[src/rtl/frame_cfg_pkg.sv]
// Shared types for the frame-synchronous filter configuration sequencer: state, enable bit map, demo presets.
// Pure declarations, no latency; no flow control involved.
package frame_cfg_pkg;

  typedef enum logic {
    MANUAL = 1'b0,
    DEMO   = 1'b1
  } state_t;

  localparam int EN_CARTOON = 2;
  localparam int EN_GRAY    = 3;
  localparam int EN_GSC     = 4;
  localparam int EN_EDGE    = 5;

  localparam int PRESET_COUNT = 4;

  typedef struct packed {
    logic       en_edge;
    logic       en_gsc;
    logic       en_gray;
    logic       en_cartoon;
    logic [3:0] clr;
    logic [3:0] gauss;
    logic [3:0] edge_gauss;
  } preset_t;

  localparam preset_t PRESET_ROM [PRESET_COUNT] = '{
    '{en_edge: 1'b0, en_gsc: 1'b0, en_gray: 1'b0, en_cartoon: 1'b0, clr: 4'd0, gauss: 4'd0, edge_gauss: 4'd1},
    '{en_edge: 1'b1, en_gsc: 1'b0, en_gray: 1'b0, en_cartoon: 1'b0, clr: 4'd0, gauss: 4'd0, edge_gauss: 4'd2},
    '{en_edge: 1'b1, en_gsc: 1'b0, en_gray: 1'b0, en_cartoon: 1'b1, clr: 4'd0, gauss: 4'd1, edge_gauss: 4'd1},
    '{en_edge: 1'b0, en_gsc: 1'b0, en_gray: 1'b1, en_cartoon: 1'b0, clr: 4'd0, gauss: 4'd3, edge_gauss: 4'd0}
  };

  // Spread the four enable flags onto the 32-bit filter enable word.
  function automatic logic [31:0] build_en(input preset_t cfg);
    logic [31:0] word;
    word             = '0;
    word[EN_EDGE]    = cfg.en_edge;
    word[EN_GSC]     = cfg.en_gsc;
    word[EN_GRAY]    = cfg.en_gray;
    word[EN_CARTOON] = cfg.en_cartoon;
    return word;
  endfunction

endpackage

[src/rtl/key_debounce.sv]
// Key debouncer: 2-flop sync, accept level after DEBOUNCE_CYC stable cycles, one-cycle press pulse on 1->0.
// Latency 2 + DEBOUNCE_CYC cycles from raw edge to press; no backpressure, press is fire-and-forget.
module key_debounce #(
  parameter int DEBOUNCE_CYC = 65536
) (
  input  logic clk,
  input  logic rst,
  input  logic key_raw,
  output logic press
);

  localparam int            CW       = $clog2(DEBOUNCE_CYC);
  localparam logic [CW-1:0] CNT_LAST = CW'(DEBOUNCE_CYC - 1);

  logic          sync_q1;
  logic          sync_q2;
  logic          accepted;
  logic [CW-1:0] cnt;

  always_ff @(posedge clk or negedge rst) begin
    if (!rst) begin
      sync_q1  <= 1'b1;
      sync_q2  <= 1'b1;
      accepted <= 1'b1;
      cnt      <= '0;
      press    <= 1'b0;
    end else begin
      sync_q1 <= key_raw;
      sync_q2 <= sync_q1;
      press   <= 1'b0;
      // Any return to the accepted level restarts the stability window.
      if (sync_q2 == accepted) begin
        cnt <= '0;
      end else if (cnt == CNT_LAST) begin
        cnt      <= '0;
        accepted <= sync_q2;
        press    <= accepted;
      end else begin
        cnt <= cnt + 1'b1;
      end
    end
  end

endmodule

[src/rtl/frame_cfg_sequencer.sv]
// Frame-boundary filter configuration: debounced brightness/contrast steps, switch config, auto-demo presets.
// All outputs change exactly 1 cycle after frame_start; no backpressure, step pulses are single-cycle.
module frame_cfg_sequencer
  import frame_cfg_pkg::*;
#(
  parameter int DEBOUNCE_CYC = 65536,
  parameter int DEMO_FRAMES  = 120,
  parameter int NUM_PRESETS  = PRESET_COUNT
) (
  input  logic        clk,
  input  logic        rst,
  input  logic        frame_start,
  input  logic [3:0]  KEY,
  input  logic [8:0]  sw,
  output logic [31:0] en,
  output logic [3:0]  clr_sel,
  output logic [3:0]  gauss_sel,
  output logic [3:0]  edge_gauss_sel,
  output logic        binc,
  output logic        bdec,
  output logic        cinc,
  output logic        cdec,
  output logic        demo_active,
  output logic [1:0]  preset_idx
);

  localparam int            FW         = (DEMO_FRAMES > 1) ? $clog2(DEMO_FRAMES) : 1;
  localparam logic [FW-1:0] FRAME_LAST = FW'(DEMO_FRAMES - 1);
  localparam logic [1:0]    IDX_LAST   = 2'(NUM_PRESETS - 1);

  logic [3:0]    press;
  logic [8:0]    sw_q1;
  logic [8:0]    sw_q2;
  state_t        state;
  logic [FW-1:0] frame_cnt;
  logic [3:0]    pend;
  logic [1:0]    idx_adv;
  preset_t       manual_cfg;
  preset_t       cfg_q;

  for (genvar k = 0; k < 4; k++) begin : g_key
    key_debounce #(
      .DEBOUNCE_CYC(DEBOUNCE_CYC)
    ) u_key_debounce (
      .clk    (clk),
      .rst    (rst),
      .key_raw(KEY[k]),
      .press  (press[k])
    );
  end

  always_ff @(posedge clk or negedge rst) begin
    if (!rst) begin
      sw_q1 <= '0;
      sw_q2 <= '0;
    end else begin
      sw_q1 <= sw;
      sw_q2 <= sw_q1;
    end
  end

  always_comb begin
    manual_cfg            = '0;
    manual_cfg.en_edge    = sw_q2[0];
    manual_cfg.en_cartoon = sw_q2[1];
    manual_cfg.en_gray    = sw_q2[2];
    manual_cfg.en_gsc     = sw_q2[3];
    manual_cfg.gauss      = {2'b00, sw_q2[5:4]};
    manual_cfg.clr        = {2'b00, sw_q2[7:6]};
    manual_cfg.edge_gauss = 4'd1;
  end

  assign idx_adv = (preset_idx == IDX_LAST) ? 2'd0 : preset_idx + 2'd1;

  always_ff @(posedge clk or negedge rst) begin
    if (!rst) begin
      state       <= MANUAL;
      frame_cnt   <= '0;
      pend        <= '0;
      cfg_q       <= '0;
      preset_idx  <= '0;
      demo_active <= 1'b0;
      binc        <= 1'b0;
      bdec        <= 1'b0;
      cinc        <= 1'b0;
      cdec        <= 1'b0;
    end else begin
      binc <= 1'b0;
      bdec <= 1'b0;
      cinc <= 1'b0;
      cdec <= 1'b0;

      // A press landing on the boundary cycle is kept for the following frame.
      if (state == DEMO) begin
        pend <= '0;
      end else if (frame_start) begin
        pend <= press;
      end else begin
        pend <= pend | press;
      end

      if (frame_start) begin
        demo_active <= sw_q2[8];
        unique case (state)
          MANUAL: begin
            // Opposing requests for the same control cancel each other.
            binc <= pend[0] & ~pend[1];
            bdec <= pend[1] & ~pend[0];
            cinc <= pend[2] & ~pend[3];
            cdec <= pend[3] & ~pend[2];
            if (sw_q2[8]) begin
              state      <= DEMO;
              frame_cnt  <= '0;
              preset_idx <= '0;
              cfg_q      <= PRESET_ROM[0];
            end else begin
              cfg_q <= manual_cfg;
            end
          end
          DEMO: begin
            if (!sw_q2[8]) begin
              state      <= MANUAL;
              frame_cnt  <= '0;
              preset_idx <= '0;
              cfg_q      <= manual_cfg;
            end else if (frame_cnt == FRAME_LAST) begin
              frame_cnt  <= '0;
              preset_idx <= idx_adv;
              cfg_q      <= PRESET_ROM[idx_adv];
            end else begin
              frame_cnt <= frame_cnt + 1'b1;
              cfg_q     <= PRESET_ROM[preset_idx];
            end
          end
          default: state <= MANUAL;
        endcase
      end
    end
  end

  assign en             = build_en(cfg_q);
  assign clr_sel        = cfg_q.clr;
  assign gauss_sel      = cfg_q.gauss;
  assign edge_gauss_sel = cfg_q.edge_gauss;

endmodule

[config.mk]
export PLATFORM = sky130hd
export DESIGN_NAME = frame_cfg_sequencer
export DESIGN_NICKNAME = d
export VERILOG_FILES = /design/src/rtl/frame_cfg_pkg.sv /design/src/rtl/key_debounce.sv /design/src/rtl/frame_cfg_sequencer.sv
export SDC_FILE = /design/constraint.sdc
export NUM_CORES = 1
export LEC_CHECK = 0
export ABC_CLOCK_PERIOD_IN_PS = 1800
export BUFFER_PORTS_ARGS = -buffer_cell sky130_fd_sc_hd__clkbuf_2
export CAP_MARGIN = 5
export CELL_PAD_IN_SITES_DETAIL_PLACEMENT = 1
export CELL_PAD_IN_SITES_GLOBAL_PLACEMENT = 2
export CORE_ASPECT_RATIO = 1.1
export CORE_UTILIZATION = 34
export CTS_CLUSTER_DIAMETER = 120
export DETAILED_ROUTE_END_ITERATION = 6
export HOLD_SLACK_MARGIN = 0.02
export PLACE_DENSITY_LB_ADDON = 0.25
export SLEW_MARGIN = 20
export SYNTH_ARGS = -nofsm -noshare
export SYNTH_HDL_FRONTEND = slang
export SYNTH_SLANG_ARGS = --single-unit
[constraint.sdc]
create_clock -name clk -period 1.8 [get_ports clk]
set_input_delay 0.45 -clock clk [delete_from_list [all_inputs] [get_ports clk]]
set_output_delay 0.45 -clock clk [all_outputs]
set_load 0.05 [all_outputs]
=== After elaboration in Yosys (flattened, before gate mapping) ===
Index checks and enable logic that the tools add are counted.
W data, S select, Z words.

* Add/sub/neg operators: 6
* $lt $le $gt $ge: 2
* Equal/unequal tests: 12
* Reduce and logical (&&, ||, !) cells: 6
* Muxes and demuxes: 46
* Bitwise operators: 16

{| class="wikitable"
|+ Operator list
! operator !! count
|-
| $mux W16 || 15
|-
| $add A16 B1 Y16 const B || 4
|-
| $bmux W16 S2 || 2
|-
| $eq A16 B16 Y1 const B || 4
|-
| $pmux W16 S2 || 1
|-
| $mux W7 || 3
|-
| $mux W1 || 17
|-
| $pmux W7 S2 || 1
|-
| $reduce_and A2 Y1 || 5
|-
| $not A1 Y1 || 9
|-
| $mux W2 || 4
|-
| $mux W4 || 2
|-
| $add A7 B1 Y7 const B || 1
|-
| $eq A7 B7 Y1 const B || 1
|-
| $ge A3 B3 Y1 const B || 2
|-
| $not A2 Y3 || 2
|-
| $and A1 B1 Y1 || 4
|-
| $eq A1 B1 Y1 || 4
|-
| $or A4 B4 Y4 || 1
|-
| $pmux W2 S2 || 1
|-
| $ne A3 B2 Y1 const B || 1
|-
| $reduce_and A3 Y1 || 1
|-
| $add A2 B1 Y2 const B || 1
|-
| $eq A2 B2 Y1 const B || 1
|-
| $ne A2 B2 Y1 const B || 1
|}

* Output and inout bits: 51
* Input bits: 16
* Bits in registers: 133
* Word-level logic and storage cells: 126

=== Depth between registers and ports, before layout ===
Gate-level depths: netlist of run 1.

* Depth after elaboration: 9
* Mapped depth: 6
* Gate-level depth less buffers: 5

=== Hierarchy ===
Synthesis of run 1 repeated with hierarchy kept, for this count alone.

* Cell total of the unflattened synthesis: 525
* Area, all modules: 5764.3 µm²

{| class="wikitable"
|+ By module, submodules not included
! module !! seq. area each (µm²) !! instances !! area an instance (µm²) !! cells an instance
|-
| key_debounce || 504.2 || 4 || 917.1 || 85
|-
| frame_cfg_sequencer || 1151.1 || 1 || 2095.8 || 185
|}

=== Worst setup path after synthesis of run 1 ===
OpenSTA, ideal clock, no wires.

* Path kind: register to register
* From: reg g_key[1].u_key_debounce.cnt[0]
* To: reg g_key[1].u_key_debounce.cnt[11]
* Required time: 1.681 ns
* Path buffers: 1
* Cell stages (with the launch flop): 7
* Setup slack: 0.112 ns
* Library setup time: 0.119 ns
* Arrival: 1.569 ns
* Clock period less this slack: 1.688 ns
* Cells stage by stage: dfrtp_1 > ha_1 > nand3_2 > or4_4 > nand2b_2 > buf_6 > nor2_1

* Word-level cells in the longest chain between the ends: 3
* Elaborated cells between the ends (all ways): 4
* Classes of those cells: 1 x add/sub; 1 x eq/ne; 2 x mux

{| class="wikitable"
|+ RTL lines
! element !! RTL line !! RTL
|-
| start, declared || key_debounce.sv:18 || <nowiki>logic [CW-1:0] cnt;</nowiki>
|-
| start signal, assigned || key_debounce.sv:39 || <nowiki>cnt <= cnt + 1'b1;</nowiki>
|-
| $add A16 B1 Y16 / $eq A16 B16 Y1 (equally long branches) || key_debounce.sv:39, key_debounce.sv:34 ||
|-
| $mux W16 * || key_debounce.sv:34 || <nowiki>end else if (cnt == CNT_LAST) begin</nowiki>
|-
| $mux W16 * || key_debounce.sv:32 || <nowiki>if (sync_q2 == accepted) begin</nowiki>
|}

Mark *: on every way between the ends. The rest lies on a longest branch, timed or not.
A chain may end at the register's enable or synchronous reset.

=== Worst setup path in the final report of run 1 ===
* From: reg g_key[1].u_key_debounce.cnt[0]
* To: reg g_key[1].u_key_debounce.accepted

* Word-level cells in the longest chain between the ends: 2

{| class="wikitable"
|+ RTL lines
! element !! RTL line !! RTL
|-
| $eq A16 B16 Y1 || key_debounce.sv:34 ||
|-
| $reduce_and A2 Y1 (no source line) || n/a ||
|-
| end signal, assigned || key_debounce.sv:36 || <nowiki>accepted <= sync_q2;</nowiki>
|-
| end, declared || key_debounce.sv:17 || <nowiki>logic accepted;</nowiki>
|}

Every way passes these cells.

==> run_results.csv, run 1 <==
group,metric,value,unit
outcome,status,"complete, but fails checks",
outcome,violations,"design-rule violations",
yosys,synthXorXnorAreaFrac,0.0961,
yosys,ys_warn_count,0,
global_route,track_usage,0.143,
timing,drv_slew,0,
yosys,synth-simple-area-share,0.187,
yosys,synth_compound_area_frac,0.0381,
floorplanning,die_w,125,um
yosys,synth_area_leader_cell,"dfrtp_1",
yosys,avgSynthCellArea,10.9,sq um
critical_path,path_max_fanout,5,
clock_network,root_buffer,"clkbuf_16",
route,postRouteWirelength,11200,um
yosys,synthAdderAreaFrac,0.0244,
yosys,synthTopCellsByCount,"dfrtp_1 (114), nor2_1 (89), xnor2_1 (53), buf_4 (36), inv_1 (26)",
place,place_area,6110,sq um
yosys,synth_top_family_by_area,"simple AND/OR/NAND/NOR gates",
timing,hold_viol,0,
global_route,antenna_found_initial,0,
floorplanning,io_pins,67,
pwr,finalPower,6.75,mW
place,hpwl,7630,um
run,max-cap-violations,0,
route,first_pass_iters,6,
finish,diodes,0,
critical_path,worst-path-buf-inv,0,
critical_path,critPathSlowestCell,"or4_4",
route,ant_nets,0,
clock_network,cts_tree,"built",
timing,post-route-min-period,1720,ps
place,place.gp.congestion,0.768,
yosys,synthMuxAreaShare,0.0215,
timing,rsz0062_at_grt,"false",
pwr,switching_share,0.267,
place,numPortBuffers,32,
finish,num-nets-final,614,
pwr,seqPwrFrac,0.442,
route,drt_iter0_drc,132,
timing,whs,112,ps
route,vias,3722,
finish,drive_gt1_frac,0.198,
pwr,powerDensity,1010,nW/um^2
global_route,grt_pass1_vias,3730,
finish,synthToLayoutAreaGrowth,18.9,%
route,via_per_inst,4.63,
finish,stdcell_count,804,
finish,num-fill-cells,1808,
yosys,synthArstFlopShare,1.00,
pwr,power.internal,4.95,mW
yosys,synth_area_leaders,"dfrtp_1 (50%), xnor2_1 (8.2%), nor2_1 (5.9%)",
worst_hold_path,worstHoldPathType,"in -> reg",
critical_path,cp_top_family,"simple AND/OR/NAND/NOR gates",
timing,fin_crit_sh,0.954,
clock_network,cts_num_sinks,126,
critical_path,required,2140,ps
clock_network,cts_buffers,17,
global_route,grt_max_degree,43,
floorplanning,coreArea,16300,sq um
timing,final.setup.tns,0,ps
timing,skew,8.56,ps
finish,stdcell_area,6720,sq um
place,pre_cts_ws,3.66,ps
yosys,ys_types,42,
pwr,p_clk_frac,0.485,
pwr,p_comb_frac,0.073,
place,dp_cells,770,
floorplanning,die_y,137,um
global_route,grt_pass1_wl,18900,um
timing,setup_viol,0,
critical_path,critPathKind,"reg -> reg",
finish,fin_util,0.412,
pwr,peakVddDrop,0.644,mV
yosys,synth_seq_cells,126,
yosys,synth.top_cell.area_share,0.505,
yosys,synth.cell_area,5650,sq um
clock_network,clk_latency,420,ps
global_route,overflow,0,
floorplanning,start_util,0.346,
critical_path,path_cells,"ha_1 > nand3_2 > or4_4 > mux2_4",
yosys,yosysMostFrequentCell,"dfrtp_1",
critical_path,worstPathArrival,2060,ps
critical_path,cp-start-kind,"register",
route,route.detailed.drc,12,
yosys,syn_inst,520,
critical_path,worst_path_largest_cell_delay,580,ps
critical_path,endpoint_kind,"register",
yosys,synth_edf_count,0,
clock_network,clk_path_buf_depth,2,
clock_network,path_clk_slew,60,ps
yosys,synth_ff_type,"dfrtp_1",
pwr,p_leak,2.92,nW
pwr,switchingPower,1.80,mW
floorplanning,die_area,17100,sq um
yosys,seq_area_frac_synth,0.561,
route,wire_per_inst,14.0,um
timing,fin_ws,82.8,ps
clock_network,htree_levels,4,
timing,fmax,0.582,GHz
floorplanning,rows,49,
registers in the layout, indices dropped and copies added, names as in the netlist, 4 cells and up:
register                       count
g_key.u_key_debounce.press         4
g_key.u_key_debounce.cnt          64
g_key.u_key_debounce.accepted      4
g_key.u_key_debounce.sync_q2       4
frame_cnt                          7
pend                               4
sw_q1                              9
g_key.u_key_debounce.sync_q1       4
en                                 4
sw_q2                              9
cell type report:
| type | instances | area, sq um | area share |
|---|---|---|---|
| Sequential cell | 126 | 3170 | 0.472 |
| Multi-Input combinational cell | 358 | 2220 | 0.331 |
| Clock buffer | 18 | 429 | 0.0639 |
| Timing Repair Buffer | 58 | 410 | 0.0611 |
| Tap cell | 204 | 255 | 0.0380 |
| Clock inverter | 14 | 134 | 0.0199 |
| Inverter | 26 | 97.6 | 0.0145 |
final timing paths:
| kind | from | to | slack, ps | cells after the start |
|---|---|---|---|---|
| max | g_key[1].u_key_debounce.cnt[0] | g_key[1].u_key_debounce.accepted | 80 | 4 |
| min | KEY[3] | g_key[3].u_key_debounce.sync_q1 | 110 | 1 |
| max reg2reg | g_key[1].u_key_debounce.cnt[0] | g_key[1].u_key_debounce.accepted | 80 | 4 |
| min reg2reg | sw_q1[5] | sw_q2[5] | 350 | 0 |
| max in group asynchronous | rst | g_key[1].u_key_debounce.sync_q2 | 650 | 3 |
| min in group asynchronous | rst | en[4] | 520 | 2 |
power by group through the flow:
| stage | combinational [mW] | clock, mW | sequential, mW |
|---|---|---|---|
| after floorplan | 0.333 | 0 | 3.08 |
| after global placement | 0.486 | 0 | 3.03 |
| after detailed placement | 0.495 | 0 | 3.03 |
| after CTS | 0.501 | 3.38 | 2.98 |
| after global routing | 0.542 | 3.49 | 2.99 |
| final | 0.494 | 3.28 | 2.98 |
kinds of logic after synthesis:
family | count (synthesis)
and+or+nand+nor | 203
adders and majority gates | 11
AOI/OAI and AO/OA | 37
buffers and inverters | 69
other | 1
xor gates and xnor gates | 62
DFF | 126
muxes | 11
cells in the final DEF (no fill, tap or decap), types with 4 or more instances in the layout:
cell          n
nand3b_1      4
inv_6         4
nand4_1      15
nor2_1       89
nor3_1       17
mux2i_1       5
xnor2_1      53
xor2_1        9
clkbuf_16    17
dfrtp_1     113
nand2_1      19
nand3_1      21
buf_4        22
clkbuf_2     31
dfstp_2      12
inv_1        26
o21ai_0      23
a21oi_1       4
conb_1       34
ha_1         10
nor4_1       12
clkinvlp_4    4
nor3b_1       8
buf_12        4
layer usage:
| layer | part of all wire | GRT usage | vias to the layer above | wire (um) |
|---|---|---|---|---|
| met3 | 0.034 | 0.0412 | 18 | 381 |
| met5 | 0 | 0 | - | 0 |
| met4 | 0.016 | 0.0589 | 0 | 179 |
| li1 | - | - | 1812 | - |
| met1 | 0.47 | 0.179 | 1834 | 5240 |
| met2 | 0.48 | 0.235 | 58 | 5420 |
repair_timing:
action,in CTS,in global routing
resized for setup,2,4
setup endpoints to repair,2,24
hold buffers,1,0
pin swaps,0,1
endpoints found under the hold margin,22,0
gates cloned,0,0
setup buffers,0,1
worst register-to-register path, cell delays in order (launching register included):
cell,delay [ps]
dfrtp_1,410
ha_1,240
nand3_2,100
or4_4,580
mux2_4,320
Note: power is estimated with default switching activity, not from simulation.
==> run 2: changes to the inputs <==
Settings changed: CELL_PAD_IN_SITES_GLOBAL_PLACEMENT 2 to 1, CORE_UTILIZATION 34 to 41.
==> run 2 against run 1 <==
  * The run now ends clean
  * Final area grew 0.20%
  * Clock power up 11%
  * Cell count shrank 2.7%
  * Combinational power decreased by 1%
  * Fmax shrank 0.93%
  * Sequential power about the same
  * Sequential cell count unchanged
  * Power up 5.3%
  * Register-to-register slack got worse by 20 ps
  * Hold slack gained 1.1 ps
  * Count of clock-buffer cells in the layout stayed put
  * Critical endpoint unchanged
  * Highest routed layer unchanged
==> run_results.csv, run 2 (synthesized netlist as in run 1, its figures left out) <==
group,metric,value,unit
floorplanning,coreArea,13300,sq um
critical_path,path_max_fanout,5,
clock_network,cts_num_sinks,126,
worst_hold_path,worstHoldPathType,"in -> reg",
finish,num-nets-final,612,
critical_path,path_cells,"ha_1 > nand3_2 > or4_4 > mux2_4",
timing,drv_slew,0,
floorplanning,die_y,125,um
route,vias,3813,
critical_path,r2r_slack,70,ps
timing,fmax,0.577,GHz
timing,fin_crit_sh,0.963,
pwr,finalPower,7.11,mW
place,place.gp.congestion,0.756,
clock_network,post_cts_buffers,0,
global_route,overflow,0,
finish,final_common_cell,"dfrtp_1",
route,first_pass_iters,4,
clock_network,clk_path_buf_depth,2,
finish,stdcell_area,6730,sq um
clock_network,htree_levels,4,
timing,final.setup.tns,0,ps
finish,fin_util,0.505,
timing,skew,6.10,ps
critical_path,rr_startpoint,"g_key[1].u_key_debounce.cnt[0]",
timing,hold_viol,0,
finish,drive_gt1_frac,0.201,
place,place_area,6060,sq um
floorplanning,rows,44,
clock_network,path_clk_slew,60,ps
place,numPortBuffers,32,
pwr,p_leak,2.94,nW
critical_path,rr_endpoint,"g_key[1].u_key_debounce.accepted",
pwr,peakVddDrop,0.631,mV
critical_path,critPathSlowestCell,"or4_4",
place,hpwl,7770,um
critical_path,worstPathArrival,2080,ps
clock_network,clk_latency,420,ps
critical_path,worst_path_largest_cell_delay,590,ps
global_route,grt_pass1_vias,4134,
floorplanning,die_w,114,um
clock_network,cts_tree,"built",
timing,setup_viol,0,
critical_path,endpoint_kind,"register",
global_route,track_usage,0.182,
place,pre_cts_ws,18.6,ps
route,ant_nets,0,
clock_network,root_buffer,"clkbuf_16",
pwr,powerDensity,1060,nW/um^2
finish,final_cell_mix,"dfrtp_1 (113), nor2_1 (88), xnor2_1 (53), conb_1 (34), clkbuf_2 (31)",
finish,largestRegisters,"g_key.u_key_debounce.cnt (64), sw_q1 (9), sw_q2 (9)",
clock_network,cts_buffers,17,
global_route,grt_max_degree,37,
run,max-cap-violations,0,
floorplanning,start_util,0.424,
critical_path,cp-start-kind,"register",
finish,diodes,0,
critical_path,ff2ff_path_depth,4,
critical_path,critPathKind,"reg -> reg",
finish,num-fill-cells,1493,
route,postRouteWirelength,11600,um
global_route,antenna_found_initial,0,
route,via_per_inst,4.88,
floorplanning,io_pins,67,
finish,regMostFlops,"g_key.u_key_debounce.cnt",
route,wire_per_inst,14.8,um
finish,largest_reg_flops,64,
global_route,grt_pass1_wl,20100,um
route,drt_iter0_drc,202,
worst_hold_path,worstHoldStart,"KEY[2]",
critical_path,required,2150,ps
outcome,status,"complete, no violations",
finish,synthToLayoutAreaGrowth,19.1,%
timing,fin_ws,66.6,ps
worst_hold_path,min_path_cells,1,
route,route.detailed.drc,0,
floorplanning,die_area,14300,sq um
worst_hold_path,hold_end,"g_key[2].u_key_debounce.sync_q1",
timing,post-route-min-period,1730,ps
==> run 2: power by group <==
group          total, mW  switching (mW)  internal [mW]  leakage [nW]
Combinational      0.489           0.384          0.104         0.994
Sequential          2.98          0.0624           2.92          1.64
Clock               3.64            1.28           2.35         0.298
==> run 2: area by class of cell <==
class | count | area [sq um] | area share
sequential | 126 | 3170 | 0.471
multi-input combinational | 358 | 2230 | 0.332
clock buffer | 18 | 439 | 0.0653
timing repair buffer | 56 | 370 | 0.0550
tap | 184 | 230 | 0.0342
clock inverter | 14 | 191 | 0.0284
inverter | 26 | 97.6 | 0.0145
==> run 2: worst max path at each step <==
stage | from | end | slack, ps | cells past startpoint
2_1_floorplan | g_key[1].u_key_debounce.cnt[0] | g_key[1].u_key_debounce.cnt[11] | 110 | 6
3_3_place_gp | g_key[3].u_key_debounce.cnt[0] | g_key[3].u_key_debounce.press | 70 | 4
5_1_grt | g_key[1].u_key_debounce.cnt[0] | g_key[1].u_key_debounce.cnt[14] | -20 | 6
4_1_cts | g_key[3].u_key_debounce.cnt[0] | g_key[3].u_key_debounce.press | 4 | 4
6_report | g_key[1].u_key_debounce.cnt[0] | g_key[1].u_key_debounce.accepted | 70 | 4
3_5_place_dp | g_key[3].u_key_debounce.cnt[0] | g_key[3].u_key_debounce.press | 20 | 4
==> run 2: critical path, delay by kind of cell (launching register included) <==
family        cells  cell delay, ps
simple gates      2             700
fa+ha+maj         1             240
flops             1             410
mux               1             310
==> run 2: what timing repair did <==
action	in CTS	in global routing
endpoints found under the hold margin	26	0
setup endpoints to repair	1	51
hold buffers	1	0
gates resized for setup	1	7
==> run 2: through the flow <==
step | std cells | hold slack, ps
floorplan | 553 | 154
global placement | 749 | 335
detailed placement | 749 | 336
CTS | 782 | 97.2
global route | 782 | 102
finish | 782 | 114
==> run 2: routing by layer <==
layer  routed length (um)  share of wire  track usage
met4                  189          0.016       0.0733
met5                    0              0            0
met3                  346          0.030       0.0446
met2                 5960           0.52        0.309
met1                 5060           0.44        0.220
